## src/rtl/gcd_arbiter.sv

```systemverilog
// Round-robin arbiter sharing one GCD unit among NREQ val/rdy requesters.
// Define GCD_ARB_FIXED_PRIO_EN to pin priority at requester 0 (fixed priority).
module gcd_arbiter #(
  parameter int unsigned WL   = 8,
  parameter int unsigned NREQ = 2,
  parameter int unsigned IDW  = (NREQ > 1) ? $clog2(NREQ) : 1
) (
  input  logic                 clk,
  input  logic                 rst,
  input  logic [NREQ-1:0]      req_ops_val,
  output logic [NREQ-1:0]      req_ops_rdy,
  input  logic [NREQ*WL-1:0]   req_a,
  input  logic [NREQ*WL-1:0]   req_b,
  output logic [NREQ-1:0]      req_res_val,
  input  logic [NREQ-1:0]      req_res_rdy,
  output logic [WL-1:0]        req_result,
  output logic                 gcd_ops_val,
  input  logic                 gcd_ops_rdy,
  output logic [WL-1:0]        gcd_a,
  output logic [WL-1:0]        gcd_b,
  input  logic                 gcd_res_val,
  output logic                 gcd_res_rdy,
  input  logic [WL-1:0]        gcd_result,
  output logic                 busy,
  output logic [IDW-1:0]       grant_id
);

  typedef enum logic [1:0] {
    IDLE  = 2'd0,
    ISSUE = 2'd1,
    WAIT  = 2'd2
  } state_e;

  state_e         state_q, state_d;
  logic [IDW-1:0] prio_q, prio_d;
  logic [IDW-1:0] grant_q, grant_d;
  logic [WL-1:0]  a_q, a_d;
  logic [WL-1:0]  b_q, b_d;

  logic           found;
  logic [IDW-1:0] win;
  int unsigned    cand;

  // Rotating scan starting at prio_ptr; first valid requester wins.
  always_comb begin
    found = 1'b0;
    win   = '0;
    cand  = 0;
    for (int unsigned off = 0; off < NREQ; off++) begin
      cand = 32'(prio_q) + off;
      if (cand >= NREQ) cand = cand - NREQ;
      if (!found && req_ops_val[cand]) begin
        found = 1'b1;
        win   = IDW'(cand);
      end
    end
  end

  always_comb begin
    state_d     = state_q;
    prio_d      = prio_q;
    grant_d     = grant_q;
    a_d         = a_q;
    b_d         = b_q;
    req_ops_rdy = '0;
    req_res_val = '0;
    req_result  = '0;
    gcd_ops_val = 1'b0;
    gcd_res_rdy = 1'b0;
    case (state_q)
      IDLE: begin
        if (found) begin
          req_ops_rdy = NREQ'(1) << win;
          a_d         = req_a[32'(win)*WL +: WL];
          b_d         = req_b[32'(win)*WL +: WL];
          grant_d     = win;
          state_d     = ISSUE;
        end
      end
      ISSUE: begin
        gcd_ops_val = 1'b1;
        if (gcd_ops_rdy) state_d = WAIT;
      end
      WAIT: begin
        req_res_val = NREQ'(gcd_res_val) << grant_q;
        gcd_res_rdy = req_res_rdy[grant_q];
        req_result  = gcd_result;
        if (gcd_res_val && req_res_rdy[grant_q]) begin
          state_d = IDLE;
`ifdef GCD_ARB_FIXED_PRIO_EN
          prio_d  = '0;
`else
          prio_d  = (32'(grant_q) == NREQ - 1) ? '0 : IDW'(grant_q + IDW'(1));
`endif
        end
      end
      default: state_d = IDLE;
    endcase
  end

  always_ff @(posedge clk) begin
    if (rst) begin
      state_q <= IDLE;
      prio_q  <= '0;
      grant_q <= '0;
      a_q     <= '0;
      b_q     <= '0;
    end else begin
      state_q <= state_d;
      prio_q  <= prio_d;
      grant_q <= grant_d;
      a_q     <= a_d;
      b_q     <= b_d;
    end
  end

  assign busy     = (state_q != IDLE);
  assign grant_id = grant_q;
  assign gcd_a    = a_q;
  assign gcd_b    = b_q;

endmodule

```

## config.mk

```make
export PLATFORM = sky130hd
export DESIGN_NAME = gcd_arbiter
export DESIGN_NICKNAME = d
export VERILOG_FILES = /design/src/rtl/gcd_arbiter.sv
export SDC_FILE = /design/constraint.sdc
export NUM_CORES = 1
export LEC_CHECK = 0
export ABC_AREA = 1
export BUFFER_PORTS_ARGS = -buffer_cell sky130_fd_sc_hd__buf_2
export CELL_PAD_IN_SITES_DETAIL_PLACEMENT = 1
export CELL_PAD_IN_SITES_GLOBAL_PLACEMENT = 2
export CORE_MARGIN = 2
export CORE_UTILIZATION = 20
export DETAILED_ROUTE_END_ITERATION = 7
export PLACE_DENSITY_LB_ADDON = 0.05
export SLEW_MARGIN = 20
export SYNTH_ARGS = -nofsm -noshare
export SYNTH_HDL_FRONTEND = slang
export SYNTH_SLANG_ARGS = --single-unit
```

## constraint.sdc

```tcl
create_clock -name clk -period 2.3 [get_ports clk]
set_clock_uncertainty 0.2 [all_clocks]
set_input_delay 0.115 -clock clk [delete_from_list [all_inputs] [get_ports clk]]
set_output_delay 0.115 -clock clk [all_outputs]
set_load 0.02 [all_outputs]
```

==> results.ini <==
[timing]
max_freq_ghz=0.469
worst_pin_slew_ns=0.345
final.min_clock_period_ns=2.13
whs_ns=0.00359
fin_crit_sh=0.927
slew_violations=0
hold_viol_final=0
setup_tns_ns=0
setup_viol=0
rsz0062_at_grt=no
slew_headroom=0.770

[die]
io_pins=80
die_x_um=79.3
start_util=0.206
core_area_um2=5510
std_cell_rows=27
dieArea_um2=6290
fp.dieH_um=79.3

[worst_setup_path]
cp_num_buf_inv=3
path_class=reg2reg
r2r_start=state_q[1]
path_cells=nor2_4, o21ai_0, buf_4, nand2_1, nand3_1, nand2_1, inv_1, dlygate4sd3_1
r2r_slack_ns=0.17
critPathCaptureType=flop
crit_path_top_delay_cell=dlygate4sd3_1
crit_end=gcd_a[5]
required_ns=2.26
slowest_delay_ns=0.54
cp.arrival_ns=2.09
critPathLaunch=state_q[1]
r2r_cells=8
critPathLaunchType=flop
crit_cells=8
reg2reg_to=gcd_a[5]
critical_path.top_delay_family=buffers and inverters
critical_path.max_fanout=11
cpMostUsedCell=nand2_1

[placement]
hpwl_mm=3.16
finalWeightedCongestion=0.684
port_buffers=79

[yosys]
yosys.area.top_type=dfxtp_1
synth_edf_count=0
synth_top_cells_by_area=dfxtp_1 35%, nand2_1 17%, nand3_1 11%
syn-num-nets=235
netlist_instances=187
yosysSeqAreaShare=0.353
synth-main-ff-cell=dfxtp_1
avgSynthCellArea_um2=6.07
synth_cell_type_count=20
netlist_area_um2=1130
synth-async-reset-ratio=0
ys_warn_count=0
synth_top_area_frac=0.353
ys_ff_latch=20

[worst_hold_path]
hp-class=in2reg

[clocking]
cts_setup_buffers=0
cts_tree=yes
htreeDepth=1
cts_num_sinks=20
clk_latency_ns=0.27
clockBufferDepth=2
clkTransAtPathRegs_ns=0.08
clock-root-buffer=clkbuf_8
cts-buffers-inserted=3

[finish]
final_cell_mix=79 x buf_2, 50 x nand2_1, 33 x dlygate4sd3_1
mostFrequentLayoutCell=buf_2
fillCellCount=741
layout-drive-gt1-share=0.311
syn_to_final_growth_pct=75.2
diodes=0
nets=348

[detailed_routing]
firstDrtPassIters=3
vias=1527
route.detailed.drc=0
drt_iter0_markers=24
wire_per_inst_um=11.6
drt.antenna.violating_nets=0
routed_wl_mm=4.32
viasPerCell=4.12

[power_and_ir_drop]
vdd_ir_drop_max_uv=217
powerDensity_nw_per_um2=535
leakage_nw=1.16

[global_route]
met1_usage=0.173
grt_max_degree=15
grt_use_total=0.140
grt_pass1_vias=1515
grt_util_met3=0.0409
antenna_found_initial=0
met2_usage=0.237
grt-ovfl-total=0
top_usage_layer=met2
grt_pass1_wl_mm=6.86

[run_status]
status=finished, final reports clean

[run]
max_cap_viol_count=0

==> worst min-delay path, delay by kind of cell <==
family | cells | cell delay (ns)
and+or+nand+nor | 3 | 0.20
buffers and inverters | 2 | 0.12
==> final cells by class <==
type	count	area, µm²	area share
Timing Repair Buffer	114	741	0.373
Multi-Input combinational cell	124	562	0.283
Sequential cell	20	400	0.201
Inverter	37	140	0.0705
Tap cell	72	90.1	0.0453
Clock buffer	4	55.1	0.0277
==> synth_stat cells (2+ instances only) <==
cell type and instances:
inv_2 2, nand2_2 2, clkinv_1 2, inv_1 32, nor2_1 28, nand2_1 50
nand3_1 25, o21ai_0 3, dfxtp_1 20, a21oi_1 3, nand4_1 9, buf_2 3
==> how the worst min path moves through the flow <==
stage	slack, ns	from	to	depth (start not counted)
2_1_floorplan	0.06	gcd_ops_rdy	state_q[1]	2
3_3_place_gp	0.21	req_a[15]	gcd_a[7]	5
3_5_place_dp	0.20	gcd_ops_rdy	state_q[1]	3
4_1_cts	0.002	req_b[11]	gcd_b[3]	5
5_1_grt	0.03	req_a[14]	gcd_a[6]	5
6_report	0.004	req_b[11]	gcd_b[3]	5
==> sequential cells by signal (all words and copies together), names as in the netlist <==
register and cells:
gcd_a 8, gcd_b 8, state_q 2, grant_id 1, prio_q 1
==> power by group <==
group	total (W)	switching [W]	internal (W)
Clock	0.000283	0.000130	0.000153
Sequential	0.000401	0.0000201	0.000381
Combinational	0.000381	0.000212	0.000169
Total	0.00106	0.000362	0.000703
==> per-stage QoR <==
step | instance area, µm² | utilization | total power, W | std cells | setup slack, ns
6_report | 1990 | 0.361 | 0.00106 | 371 | 0.169
5_1_grt | 1990 | 0.361 | 0.00114 | 371 | 0.0257
4_1_cts | 1980 | 0.360 | 0.00108 | 371 | 0.00926
3_5_place_dp | 1600 | 0.290 | 0.000732 | 334 | 0.552
3_3_place_gp | 1600 | 0.290 | 0.000733 | 334 | 0.598
2_1_floorplan | 1130 | - | 0.000610 | 187 | 0.924
==> cell families after synthesis <==
family / synth area share
DFF: 0.353
AOI/OAI and AO/OA: 0.0408
and+or+nand+nor: 0.450
buffers and inverters: 0.157
==> metal layers <==
layer,vias up,share of wire
met5,-,0
met1,674,0.44
li1,794,-
met3,5,0.079
met4,0,0.011
met2,54,0.46
==> timing repair <==
item,4_1_cts,5_1_grt
hold buffers,33,0
resized for setup,0,1
setup endpoints to repair,0,13
endpoints found under the hold margin,19,0
(Power assumes the default switching activity.)
